### src/rtl/ram8_rdport_pkg.sv
`default_nettype none
// ============================================================================
// Module   : ram8_rdport_pkg
// Brief    : Shared sizing defaults and word type for the ALU, register file
//            and ram8_rdport storage.
// Revision : 1.0 - initial release
// ============================================================================
package ram8_rdport_pkg;

  localparam int DATA_W    = 16;
  localparam int MEM_DEPTH = 8;
  localparam int ADDR_W    = $clog2(MEM_DEPTH);

  typedef logic [DATA_W-1:0] word_t;

endpackage
`default_nettype wire

### src/rtl/ram8_word.sv
`default_nettype none
// ============================================================================
// Module   : ram8_word
// Brief    : One resettable storage word with a load enable.
// Revision : 1.0 - initial release
// ============================================================================
module ram8_word #(
  parameter int WIDTH = 16
) (
  input  logic             clk,
  input  logic             rst_n,
  input  logic             load,
  input  logic [WIDTH-1:0] d,
  output logic [WIDTH-1:0] q
);

  always_ff @(posedge clk) begin
    if (!rst_n) begin
      q <= '0;
    end else if (load) begin
      q <= d;
    end
  end

endmodule
`default_nettype wire

### src/rtl/ram8_rdport.sv
`default_nettype none
// ============================================================================
// Module   : ram8_rdport
// Brief    : DEPTH x WIDTH synchronous memory, plain write port and a
//            valid/ready handshaked read port with a one-entry response reg.
//            Define RAM8_BYPASS_EN for write-first same-address forwarding;
//            otherwise a colliding read returns the pre-write contents.
// Revision : 1.0 - initial release
// ============================================================================
module ram8_rdport
  import ram8_rdport_pkg::*;
#(
  parameter int WIDTH = DATA_W,
  parameter int DEPTH = MEM_DEPTH,
  parameter int AW    = ADDR_W
) (
  input  logic             clk,
  input  logic             rst_n,
  input  logic             load,
  input  logic [AW-1:0]    address,
  input  logic [WIDTH-1:0] in,
  input  logic             rd_req,
  input  logic [AW-1:0]    rd_addr,
  output logic             rd_gnt,
  output logic             rd_valid,
  input  logic             rd_ready,
  output logic [WIDTH-1:0] rd_data
);

  logic [WIDTH-1:0] words [DEPTH];
  logic [WIDTH-1:0] rd_word;
  logic             rd_accept;

  generate
    for (genvar i = 0; i < DEPTH; i++) begin : g_word
      logic word_load;
      assign word_load = load && (address == AW'(i));

      ram8_word #(
        .WIDTH (WIDTH)
      ) u_word (
        .clk   (clk),
        .rst_n (rst_n),
        .load  (word_load),
        .d     (in),
        .q     (words[i])
      );
    end
  endgenerate

`ifdef RAM8_BYPASS_EN
  assign rd_word = (load && (address == rd_addr)) ? in : words[rd_addr];
`else
  assign rd_word = words[rd_addr];
`endif

  assign rd_gnt    = !rd_valid || rd_ready;
  assign rd_accept = rd_req && rd_gnt;

  // A held response is a snapshot: it only changes on a new accept.
  always_ff @(posedge clk) begin
    if (!rst_n) begin
      rd_valid <= 1'b0;
      rd_data  <= '0;
    end else if (rd_accept) begin
      rd_valid <= 1'b1;
      rd_data  <= rd_word;
    end else if (rd_ready) begin
      rd_valid <= 1'b0;
    end
  end

endmodule
`default_nettype wire
### config.mk
export PLATFORM = sky130hd
export DESIGN_NAME = ram8_rdport
export DESIGN_NICKNAME = d
export VERILOG_FILES = /design/src/rtl/ram8_rdport_pkg.sv /design/src/rtl/ram8_word.sv /design/src/rtl/ram8_rdport.sv
export SDC_FILE = /design/constraint.sdc
export NUM_CORES = 1
export LEC_CHECK = 0
export ABC_AREA = 1
export CORE_MARGIN = 3
export CORE_UTILIZATION = 53
export CTS_CLUSTER_DIAMETER = 200
export DETAILED_ROUTE_END_ITERATION = 7
export MAX_ROUTING_LAYER = met4
export PLACE_DENSITY_LB_ADDON = 0.05
export SLEW_MARGIN = 25
export SYNTH_ARGS = -nofsm -noshare
export SYNTH_HDL_FRONTEND = slang
export SYNTH_SLANG_ARGS = --single-unit
### constraint.sdc
create_clock -name clk -period 1.1 [get_ports clk]
set_clock_uncertainty 0.05 [all_clocks]
set_input_delay 0.22 -clock clk [delete_from_list [all_inputs] [get_ports clk]]
set_output_delay 0.22 -clock clk [all_outputs]
set_load 0.05 [all_outputs]
==> metrics <==
Setup WS post-layout=-270 ps; CTS Hold Bufs=0; fill count=878; deepest clock path buffer count=2; P_leak=3.47 nW; TritonRoute pass-1 iters=6; Die Wd=115 um; Post-DP Area=about 0.0074 mm2; Data arrival, critical path=between 1000 and 1500 ps; I/O pins=45; Multi-input gate area=around 0.0028 mm2; GR Util All Layers=between 30% and 40%; Crit Path Max Fanout=2; layout cells sized above 1=18.3%; wire length per cell=18.7 um; routed length on met2=9980 um; Tightest Pin Transition=between 300 and 400 ps; outcome=complete, but fails checks; pre-CTS setup slack=-715 ps; starting density of the core=54.6%; Setup crit end kind=output pin; Num CTS Buffers=17; DR WL met3=roughly 1600 um; clock-pin slew on the worst setup and hold paths=60 ps; Final setup violation count=48; DR iter-0 viols=between 600 and 700; Seq. cell area=0.00295 mm2; DRC viols=0; Inst Count DP=1064; worst reg-to-reg path cell count=7; synthesized area=approximately 0.0063 mm2; Post-DRT Antenna Nets=0; Root Buffer=clkbuf_16; failing checks=setup timing; largest net degree at the start of global routing=39; vias per cell=approximately 5.8; number of diodes=0; yosys warns=0; Worst Hold Depth=4; WS Path Type=flip-flop to output pin; P per Cell Area=1540 mW/mm2; Syn Nets=around 920; vias in the first global route=6277; sequential area share after synthesis=46.4%; full die area=roughly 0.013 mm2; FMAX=730 MHz; Worst Setup Start Kind=flip-flop; Area Growth Syn to Fin=36.2%; peak supply drop=0.00103 V; max_slew headroom=74.3%; Post-Layout Cell Count=~1100; TritonCTS clock tree=yes; clk_lat worst skew=430 ps; Rows=39; WP data required=830 ps; Sink Count=145; die height=around 110 um; MaxCap Viol Count=0; DR top layer=met4; # port buffers=44; synthesized flop and latch total=145; post-route design area=0.00852 mm2; final wirelength=between 20000 and 25000 um; M1 wire length=8310 um; HPWL Detailed=around 12000 um; worst hold-check path type=input pin to flip-flop; Nets=984; fin crit share=125%; H-tree levels=4; FF-to-FF setup slack=-120 ps; Core Region=0.0115 mm2; first-pass GRT wire length=31600 um; unrepaired setup endpoints after global routing=true; initial antenna violation count=0; Synth Instances=895; Routability Congestion=~0.85; Final Max Tran Viols=0; via count of the routed design=6445; Hold Fails Final Rpt=0; post-layout minimum cycle time=about 1400 ps; total grt overflow=0; Avg Cell Area, Syn=approximately 7 um2; Overall Power=0.0131 W; Synth cell types=17
-- layer usage --
| layer | vias up | global-route usage, % |
|---|---|---|
| li1 | 3034 | - |
| met1 | 3014 | 38.0 |
| met2 | 314 | 50.7 |
| met3 | 83 | 7.19 |
| met4 | 0 | 16.3 |
| met5 | - | - |
-- kinds of logic after synthesis --
family	synth area share, %
buf+inv	12.8
compound gates	21.8
simple gates	19.1
flops	46.4
-- sequential cells by signal (all words and copies together) (netlist names) --
signal and flops:
rd_valid 1, rd_data 16, g_word.u_word.q 128
-- critical path: stages (launching register included) --
cell and delay, ps:
dfxtp_4 370, nand2_8 50, buf_6 110, buf_12 140
-- synthesized netlist by cell type (all sizes together) --
library cell / instances / area share [%]
clkbuf: 37 / 2.2
inv: 133 / 8.0
o21ai: 132 / 11
nor2: 17 / 1.1
clkinv: 1 / 0.060
dfxtp: 145 / 46
nand3: 109 / 8.7
a21oi: 140 / 11
nand2: 154 / 9.3
buf: 27 / 2.5
-- what timing repair did --
action,CTS,global route
gates cloned,5,3
endpoints found under the setup margin,161,137
pin swaps,8,5
hold endpoints to repair,0,0
setup buffers,6,4
resized for setup,77,70
-- per-stage QoR --
stage               hold WS (ps)  util (%)  setup TNS (ps)
floorplan                    334         -            -689
global placement             381      64.3          -81760
detailed placement           390      64.3          -86430
CTS                          184      72.7           -4320
global route                 217      74.3           -5490
finish                       195      74.3           -3670
-- placed cells by master (no fill, tap or decap), types with 6 or more instances in the layout --
| cell | count |
|---|---|
| o21ai_1 | 40 |
| nand3_4 | 10 |
| buf_4 | 28 |
| a21oi_2 | 12 |
| nand3_1 | 91 |
| dfxtp_2 | 8 |
| clkbuf_8 | 6 |
| buf_12 | 35 |
| nand2_1 | 149 |
| dfxtp_4 | 9 |
| nand3_2 | 8 |
| clkdlybuf4s50_1 | 19 |
| inv_2 | 6 |
| a21oi_1 | 128 |
| nor2_1 | 14 |
| dfxtp_1 | 128 |
| inv_1 | 126 |
| clkbuf_16 | 20 |
| o21ai_0 | 89 |
| buf_6 | 10 |
-- area by class of cell --
type,instances,area share [%]
Inverter,134,6.21
Timing Repair Buffer,106,16.9
Multi-Input combinational cell,552,33.3
Clock inverter,4,0.573
Clock buffer,26,6.09
Tap cell,143,2.10
Sequential cell,145,34.6
Timing Repair inverter,1,0.191
-- power by group --
group	switching (W)	internal (W)
Clock	0.00213	0.00344
Sequential	0.0000993	0.00546
Combinational	0.00118	0.000821
Total	0.00340	0.00973
-- worst paths after layout --
check,start,end
worst max-delay path,rd_valid,rd_gnt
worst min-delay path,rst_n,g_word[0].u_word.q[12]
worst max register to register,rd_valid,rd_data[14]
worst min register to register,g_word[1].u_word.q[7],g_word[1].u_word.q[7]
Note: power is estimated with default switching activity, not from simulation.
==> variant (same settings) <==
Change the package constant `DATA_W` from 16 to 14.
--- a/src/rtl/ram8_rdport_pkg.sv
+++ b/src/rtl/ram8_rdport_pkg.sv
@@ -8,5 +8,5 @@
 package ram8_rdport_pkg;
 
-  localparam int DATA_W    = 16;
+  localparam int DATA_W    = 14;
   localparam int MEM_DEPTH = 8;
   localparam int ADDR_W    = $clog2(MEM_DEPTH);
Interface: changed (resized in and rd_data); port bits go from 45 to 41. The function was not compared with the original's and may differ.
==> variant against the unedited design <==
The flow still finishes with violations (setup timing). Setup slack got worse by 0.11 ns. Wire length shrank 9.3%. Critical endpoint unchanged. Via count decreased by 10%. Highest routed layer unchanged. Area after synthesis shrank 11%. Sequential cell count fell by 18. Synthesized cell count is 13% lower. Clock power increased by 2%. Utilization rose by 2.6 points. Final area shrank 9.7%. Power down 6.1%. Critical path type unchanged. First-iteration DRC count shrank 23%.
==> variant: results (changes against the unedited design) <==
\begin{tabular}{lr}
\hline
Metric & Value \\
\hline
\multicolumn{2}{l}{\textbf{Global route}} \\
Pin count of the biggest net entering global routing & 64 (+64\%) \\
Met1 routing resource usage after global routing & 0.361 (-0.0188) \\
Met3 track demand over resource & 0.0555 (-0.0164) \\
Global routing met2 resource utilization & 0.491 (-0.0165) \\
\multicolumn{2}{l}{\textbf{Run status}} \\
Run status & complete, but fails checks \\
Violations in the final reports & setup timing \\
\multicolumn{2}{l}{\textbf{Power}} \\
Fraction of power consumed by the clock network & 0.460 (+0.036) \\
Total power of the final layout & 12.3 mW (-6.1\%) \\
Internal Dissipation & 9.12 mW (-6.2\%) \\
Worst vdd ir & 1510 µV (+46\%) \\
\multicolumn{2}{l}{\textbf{Yosys}} \\
Compound-gate portion of the synthesized area & 0.215 (-0.00300) \\
Cell count after synthesis & 781 (-13\%) \\
Sequential-to-total area share from yosys stat & 0.458 (-0.00594) \\
Distinct cell type count after synthesis & 21 (+4) \\
\multicolumn{2}{l}{\textbf{Setup path}} \\
Reg2Reg Capture Point & rd\_data[8]\$\_SDFFE\_PN0P\_ \\
Depth of the worst register-to-register path & 8 (+1) \\
Arrival time worst endpoint & 1.21 ns (+0.11 ns) \\
Reg2reg setup slack & -0.25 ns (-0.13 ns) \\
\multicolumn{2}{l}{\textbf{Hold path}} \\
Hold worst-path end & g\_word[7].u\_word.q[12]\$\_SDFFE\_PN0P\_ \\
\multicolumn{2}{l}{\textbf{Place}} \\
Count of input and output buffers & 40 (-9.1\%) \\
Worst setup slack after placement & -0.629 ns (+0.0859 ns) \\
\multicolumn{2}{l}{\textbf{Layout}} \\
Number of nets in the layout & 867 (-12\%) \\
Biggest registers after layout & g\_word.u\_word.q x112, rd\_data x14, rd\_valid x1 \\
Count of non-filler cells in the finished layout & 989 (-11\%) \\
\multicolumn{2}{l}{\textbf{Clock tree}} \\
Worst skew pair latency & 0.53 ns (+0.10 ns) \\
\multicolumn{2}{l}{\textbf{Timing}} \\
Setup violators final & 35 (-27\%) \\
Post-route setup TNS & -6.33 ns (-2.66 ns) \\
Final setup margin & -0.379 ns (-0.109 ns) \\
\multicolumn{2}{l}{\textbf{Routing}} \\
Via density per instance & 5.85 (+0.90\%) \\
Iter 0 DRT Violations & 507 (-23\%) \\
Wire length per cell & 19.1 µm (+1.9\%) \\
\hline
\end{tabular}
==> variant: cell types whose count changed in the layout (fill, tap and decap cells not counted), moves of 5 or more <==
| cell | before | now |
|---|---|---|
| nand2_4 | 2 | 7 |
| dfxtp_1 | 128 | 112 |
| o21ai_1 | 40 | 28 |
| a21oi_1 | 128 | 103 |
| nand3_1 | 91 | 75 |
| dfxtp_2 | 8 | 2 |
| nand2_1 | 149 | 122 |
| inv_1 | 126 | 107 |
==> variant: timing repair <==
| item | in CTS | in global routing |
|---|---|---|
| pin swaps | 6 | 13 |
| cloned | 1 | 5 |
| setup endpoints to repair | 69 | 138 |
| buffers inserted | 2 | 13 |
| resized for setup | 49 | 84 |
| hold buffers | 0 | 0 |
==> variant: area by class of cell <==
type                    count  area, µm²
diodes                      1       2.50
clock buffers              22        463
clock inverters            10        135
fillers                   716       2310
inverters                 114        462
multi-input cells         490       2610
flip-flops and latches    127       2590
well taps                 133        166
repair buffers             91       1250
repair inverters            1       8.76
